<file path="src/rtl/npc_gen_pkg.sv">
// ----------------------------------------------------------------------------
// npc_gen_pkg
//   Shared encodings for the next-PC generator.
//   - npc_op_e    : next-PC selection code of the instruction at pc
//   - npc_state_e : fetch FSM state codes
//   - PC_PLUS_4   : sequential increment, kept for older users
// ----------------------------------------------------------------------------
package npc_gen_pkg;

  typedef enum logic [1:0] {
    NPC_SEQ  = 2'b00,
    NPC_BR   = 2'b01,
    NPC_JAL  = 2'b10,
    NPC_JALR = 2'b11
  } npc_op_e;

  typedef enum logic [1:0] {
    NPCS_BOOT = 2'b00,
    NPCS_RUN  = 2'b01,
    NPCS_HALT = 2'b10
  } npc_state_e;

  localparam int unsigned PC_PLUS_4 = 4;

endpackage : npc_gen_pkg

</file>
<file path="src/rtl/npc_gen_target.sv">
// ----------------------------------------------------------------------------
// npc_target
//   Combinational target adder for the next-PC generator.
//   Ports:
//     pc, imm, rs1  in   XLEN  current PC, sign-extended immediate, JALR base
//     npc_op        in   2     selection code (npc_op_e)
//     br_taken      in   1     branch condition, used only for NPC_BR
//     target        out  XLEN  selected non-redirect target (JALR / JAL / BR / pc+ILEN_B)
//     misaligned    out  1     a jump/taken-branch target has bits[1:0] != 0
//   All sums are XLEN bits with the carry dropped.
// ----------------------------------------------------------------------------
module npc_target
  import npc_gen_pkg::*;
#(
  parameter int XLEN   = 32,
  parameter int ILEN_B = 4
) (
  input  logic [XLEN-1:0] pc,
  input  logic [XLEN-1:0] imm,
  input  logic [XLEN-1:0] rs1,
  input  logic [1:0]      npc_op,
  input  logic            br_taken,
  output logic [XLEN-1:0] target,
  output logic            misaligned
);

  logic            is_jump;
  logic [XLEN-1:0] jalr_sum;

  assign jalr_sum = rs1 + imm;

  // NOTE: every output of a combinational block gets a default first, so no
  // path through the case can leave it unassigned and infer a latch.
  always_comb begin
    target  = pc + XLEN'(ILEN_B);
    is_jump = 1'b0;
    case (npc_op)
      NPC_JALR: begin
        target    = jalr_sum;
        target[0] = 1'b0;
        is_jump   = 1'b1;
      end
      NPC_JAL: begin
        target  = pc + imm;
        is_jump = 1'b1;
      end
      NPC_BR: begin
        if (br_taken) begin
          target  = pc + imm;
          is_jump = 1'b1;
        end
      end
      default: ;
    endcase
  end

  // Sequential fall-through is always aligned; only jump targets are checked.
  assign misaligned = is_jump && (target[1:0] != 2'b00);

endmodule : npc_target

</file>
<file path="src/rtl/npc_gen.sv">
// ----------------------------------------------------------------------------
// npc_gen
//   Next-PC generator: owns the architectural PC, selects branch/JAL/JALR
//   targets, honours stall, external redirect and halt.
//   Optional feature macro: NPC_MISALIGN_EN (misaligned jump targets trap to
//   TRAP_VEC and are reported on misalign/bad_addr). Without it misaligned
//   targets are used as-is and misalign/bad_addr are tied to 0.
//   Ports:
//     clk, rst_n   in   1     clock, asynchronous active-low reset
//     npc_op       in   2     selection code for the instruction at pc
//     br_taken     in   1     branch condition
//     imm, rs1     in   XLEN  immediate, JALR base
//     stall        in   1     hold pc this cycle
//     redir_vld    in   1     external redirect request
//     redir_pc     in   XLEN  redirect target
//     halt_req     in   1     stop fetching after the current instruction
//     pc           out  XLEN  current PC (registered)
//     pc4          out  XLEN  pc + ILEN_B
//     npc          out  XLEN  value pc takes at the next advancing edge
//     pc_vld       out  1     pc holds a fetchable address (registered)
//     misalign     out  1     one-cycle trap pulse
//     bad_addr     out  XLEN  offending target of the last trap
// ----------------------------------------------------------------------------
module npc_gen
  import npc_gen_pkg::*;
#(
  parameter int              XLEN      = 32,
  parameter logic [XLEN-1:0] RESET_VEC = XLEN'(32'h0000_0004),
  parameter logic [XLEN-1:0] TRAP_VEC  = XLEN'(32'h0000_0100),
  parameter int              ILEN_B    = PC_PLUS_4
) (
  input  logic            clk,
  input  logic            rst_n,
  input  logic [1:0]      npc_op,
  input  logic            br_taken,
  input  logic [XLEN-1:0] imm,
  input  logic [XLEN-1:0] rs1,
  input  logic            stall,
  input  logic            redir_vld,
  input  logic [XLEN-1:0] redir_pc,
  input  logic            halt_req,
  output logic [XLEN-1:0] pc,
  output logic [XLEN-1:0] pc4,
  output logic [XLEN-1:0] npc,
  output logic            pc_vld,
  output logic            misalign,
  output logic [XLEN-1:0] bad_addr
);

  npc_state_e      state, state_nxt;
  logic            pc_load;
  logic [XLEN-1:0] target;
  logic            tgt_misaligned;

  npc_target #(
    .XLEN   (XLEN),
    .ILEN_B (ILEN_B)
  ) u_target (
    .pc         (pc),
    .imm        (imm),
    .rs1        (rs1),
    .npc_op     (npc_op),
    .br_taken   (br_taken),
    .target     (target),
    .misaligned (tgt_misaligned)
  );

  assign pc4 = pc + XLEN'(ILEN_B);

  // Redirect outranks everything, including a misaligned jump in the same cycle.
`ifdef NPC_MISALIGN_EN
  logic trap;

  assign npc  = redir_vld      ? redir_pc :
                tgt_misaligned ? TRAP_VEC : target;
  // A trap is taken only on an edge that actually advances the PC.
  assign trap = tgt_misaligned & ~redir_vld & ~stall & (state == NPCS_RUN);
`else
  logic unused_misaligned;

  assign npc               = redir_vld ? redir_pc : target;
  assign unused_misaligned = tgt_misaligned;
`endif

  always_comb begin
    state_nxt = state;
    pc_load   = 1'b0;
    case (state)
      // One bubble cycle; a redirect here still lands on its target.
      NPCS_BOOT: begin
        state_nxt = NPCS_RUN;
        pc_load   = redir_vld;
      end
      // A redirect applies even while stalled and cancels a pending halt.
      NPCS_RUN: begin
        if (redir_vld) begin
          pc_load = 1'b1;
        end else if (!stall) begin
          pc_load = 1'b1;
          if (halt_req) state_nxt = NPCS_HALT;
        end
      end
      NPCS_HALT: begin
        if (redir_vld) begin
          pc_load   = 1'b1;
          state_nxt = NPCS_RUN;
        end
      end
      default: state_nxt = NPCS_BOOT;
    endcase
  end

  // NOTE: state registers use non-blocking assignments so every flop samples
  // the pre-edge values regardless of statement order.
  always_ff @(posedge clk or negedge rst_n) begin
    if (!rst_n) begin
      state  <= NPCS_BOOT;
      pc     <= RESET_VEC;
      pc_vld <= 1'b0;
    end else begin
      state  <= state_nxt;
      pc_vld <= (state_nxt == NPCS_RUN);
      if (pc_load) pc <= npc;
    end
  end

`ifdef NPC_MISALIGN_EN
  always_ff @(posedge clk or negedge rst_n) begin
    if (!rst_n) begin
      misalign <= 1'b0;
      bad_addr <= '0;
    end else begin
      misalign <= trap;
      if (trap) bad_addr <= target;
    end
  end
`else
  assign misalign = 1'b0;
  assign bad_addr = '0;
`endif

endmodule : npc_gen

</file>
<file path="config.mk">
export PLATFORM = sky130hd
export DESIGN_NAME = npc_gen
export DESIGN_NICKNAME = d
export VERILOG_FILES = /design/src/rtl/npc_gen_pkg.sv /design/src/rtl/npc_gen_target.sv /design/src/rtl/npc_gen.sv
export SDC_FILE = /design/constraint.sdc
export NUM_CORES = 1
export LEC_CHECK = 0
export ABC_CLOCK_PERIOD_IN_PS = 7200
export CAP_MARGIN = 20
export CORE_MARGIN = 5
export CORE_UTILIZATION = 51
export CTS_CLUSTER_DIAMETER = 80
export DETAILED_ROUTE_END_ITERATION = 10
export GPL_ROUTABILITY_DRIVEN = 0
export PLACE_DENSITY = 0.93
export RECOVER_POWER = 100
export SLEW_MARGIN = 5
export SYNTH_ARGS = -nofsm -noshare
export SYNTH_HDL_FRONTEND = slang
export SYNTH_HIERARCHICAL = 1
export SYNTH_SLANG_ARGS = --single-unit
</file>
<file path="constraint.sdc">
create_clock -name clk -period 7.2 [get_ports clk]
set_clock_uncertainty 0.15 [all_clocks]
set_input_delay 1.44 -clock clk [delete_from_list [all_inputs] [get_ports clk]]
set_output_delay 1.44 -clock clk [all_outputs]
set_load 0.02 [all_outputs]
</file>
* Word level (Yosys, flattened, before mapping) *
Index checks and enable logic that the tools add are counted.

storage, ports and cells
  register bits after elaboration = 35
  input port bits = 104
  output and inout bits = 130
  logic and storage cells = 25

cells by class
  $add $sub $neg = 3
  eq/ne operators = 6
  muxes and demuxes = 12
  reductions and logical operators = 1

operators with widths
  cell                                                                    count
  32-bit one-hot mux with 3 select lines                                  1
  32-bit adder                                                            2
  32-bit two-way mux                                                      2
  32-bit by 3-bit adder with 32-bit output (second input constant)        1
  2-bit two-way mux                                                       4
  2-bit by 1-bit equality test with 1-bit output (second input constant)  3
  2-bit equality test (second input constant)                             3
  2-bit one-hot mux with 3 select lines                                   1
  1-bit two-way mux                                                       3
  1-bit one-hot mux with 3 select lines                                   1
  2-bit logical NOT                                                       1

* Logic depth before layout (Yosys ltp) *
  depth in word-level cells = 5
  depth in mapped cells = 14
  depth with buffers taken out = 14

* Modules after synthesis *
Netlist, hierarchy kept.

modules (own cells, without submodules)
  module      instances  cells each  area each (µm²)  sequential area each (µm²)
  npc_target  1          591         4179.0           0.0
  npc_gen     1          243         2580.0           877.1

* Least setup slack after synthesis *
OpenSTA, ideal clock, no wires.

  path kind = input to output
  from = in imm[0]
  to = out npc[30]
  arrival time = 4.138 ns
  data required time = 5.610 ns
  slack = 1.472 ns
  cell stages on the path = 12
  path buffers = 0
  path through = and2_1 fa_1 a21o_1 a221oi_2 o21ai_2 a31o_4 a311oi_4 o21ai_2 a311oi_2 xor2_1 a221oi_1 mux2_2

between the ends
  cells in the longest elaborated chain, start to end = 4
  elaborated cells between the ends (all ways) = 5
  those cells by class = add/sub (2); mux (3)

ends and longest elaborated chain
  what                                        RTL line                                    source
  start, declared                             npc_gen.sv:36                               input logic [XLEN-1:0] imm,
  32-bit adder                                npc_gen_target.sv:44, npc_gen_target.sv:49
  32-bit two-way mux                          npc_gen_target.sv:48                        if (br_taken) begin
  32-bit one-hot mux with 3 select lines (*)  npc_gen_target.sv:37                        case (npc_op)
  named net target[30]                        npc_gen.sv:52                               logic [XLEN-1:0] target;
  32-bit two-way mux (*)                      npc_gen.sv:81                               assign npc = redir_vld ? redir_pc : target;
  end, declared                               npc_gen.sv:44                               output logic [XLEN-1:0] npc,

The timed path passes the listed nets; every way through them passes the cells marked *.

* Final worst setup path *
  from = in imm[1]
  to = out npc[23]

The elaborated chain is that of the path after synthesis.

==> reports/results.ini <==
[outcome]
status = complete, but fails checks
violations = capacitance limit, slew limit

[cells_and_area]
nFillCells = 995
area_growth_pct = 31.5
fin_area_um2 = 8870
final_nets = 1184
num_antenna_cells = 0
final_util_pct = 67.8
drive_above_1_share_pct = 9.35

[floorplanning]
dieHeight_um = 125
initial_core_util_pct = 51.6
core_area_um2 = 13100
pin_count = 234
die_w_um = 125
die_area_um2 = 15600
fp-row-count = 42

[routing]
drt_iter0_drc = 1069
drt-total-wl_um = 24500
drt_pass1_iterations = 8
dr_total_vias = 7590
avgViaCountPerCell = 6.37
drc = 0
ant_nets = 0
wl_per_cell_um = 20.6

[critical_path]
setup.worst_path.class = primary input to output port
cp.required_ns = 5.61
cpLargestDelayFamily = compound AO/OA/AOI/OAI gates
cpPeakStageDelay_ns = 0.65
crit_chain = clkdlybuf4s50_1, ha_1, a21o_1, and4_1, o211ai_1, a21boi_0, or3b_2, a31o_2, a31oi_1, xor2_1, o221ai_1, mux2_2, dlygate4sd3_1
cp_max_fo = 4
end_kind = output port
critPathBufInv = 2
slowest_stage = dlygate4sd3_1
start_kind = primary input
critPathArrivalTime_ns = 5.53

[power_and_ir_drop]
totalPowerFinal_w = 0.00246
power_density_nw_per_um2 = 277
peakVddDrop_uv = 179
p_leak_nw = 3.83

[job]
cap_violations = 2

[global_routing]
grt_max_degree = 37
grt_remaining_overflow = 0
antenna_found_initial = 0
grt_pass1_vias = 7477
grt.total_usage_pct = 29.5
grt_pass1_wl_um = 38500

[cts]
clockBufferDepth = 2
cts-root-buf = clkbuf_16
cts.reportedPaths.clkPinSlew_ns = 0.06
post_cts.repair.setup_buffers = 0
clkLatencyLatePin_ns = 0.28
cts_inserted_buffers = 5
h-tree-depth = 2
cts.sinks = 35
cts_tree = done
holdBufCountCts = 0

[synthesis]
post_synth.cell_area_avg_um2 = 8.12
syn_inst = 831
yosys_warnings = 6
synth.cell_area_um2 = 6750

[sta]
drv_slew = 53
tightest_slew_ns = 2.65
clock.fmax_mhz = 141
setup_viol = 0
maxSlewHeadroom_pct = -78.6
hold_viol_final = 0
rsz0062_at_grt = no
timing.final.ws_setup_ns = 0.0836
fin_tns_setup_ns = 0
layout_min_cycle_time_ns = 7.12
period_share_pct = 98.8

[place]
post_dp_cell_area_um2 = 8760
place_ws_ns = 0.153
io_buffers = 200
post-dp-hpwl_um = 18900

[worst_hold_path]
hold_path.class = flip-flop to flip-flop

==> area by class of cell <==
cell class | count | area, um^2 | share of cell area (%)
clock buffers | 5 | 125 | 1.41
clock inverters | 3 | 43.8 | 0.494
inverters | 18 | 67.6 | 0.762
multi-input cells | 749 | 5520 | 62.2
flip-flops and latches | 35 | 877 | 9.89
well taps | 176 | 220 | 2.48
repair buffers | 206 | 2020 | 22.8
==> power by group <==
group | internal (W) | switching [W]
sequential | 0.000255 | 0.000202
combinational | 0.000790 | 0.000956
clock | 0.000163 | 0.0000929
==> per-layer routing <==
layer,share of wire (%),GRT usage (%)
met5,0,0
met4,3.8,11.6
met3,12,7.46
met2,46,48.8
met1,38,36.9
==> what timing repair did <==
action,in CTS,in global routing
gates resized for setup,0,2
endpoints found under the hold margin,0,0
setup endpoints to repair,0,2
==> placed cells by master (no fill, tap or decap), types with 37 or more instances in the layout <==
cell type	instances
xnor2_1	60
mux2_2	64
a21o_1	37
xor2_1	50
o21ai_0	40
nand2_1	65
clkdlybuf4s50_1	107
a21oi_1	58
ha_1	63
dlygate4sd3_1	90
==> registers in the layout, indices dropped and copies added (netlist names) <==
register  count
state         2
pc_vld        1
pc           32
==> worst paths after layout <==
| check | startpoint | endpoint | slack (ns) | cells past startpoint |
|---|---|---|---|---|
| worst max register to register | state[0] | pc[8] | 2.97 | 4 |
| min in group asynchronous | rst_n | pc[31] | 1.66 | 1 |
| worst min-delay path | state[0] | state[0] | 0.39 | 1 |
| worst max-delay path | imm[1] | npc[23] | 0.08 | 13 |
| worst min register to register | state[0] | state[0] | 0.39 | 1 |
| max in group asynchronous | rst_n | pc[9] | 3.98 | 1 |
==> stage by stage <==
step	hold slack (ns)	std cells
final	0.394	1192
after global routing	0.435	1192
after CTS	0.393	1192
after detailed placement	0.383	1184
after global placement	0.370	1184
after floorplan	0.346	863
Power figures use the tool's default switching activity.
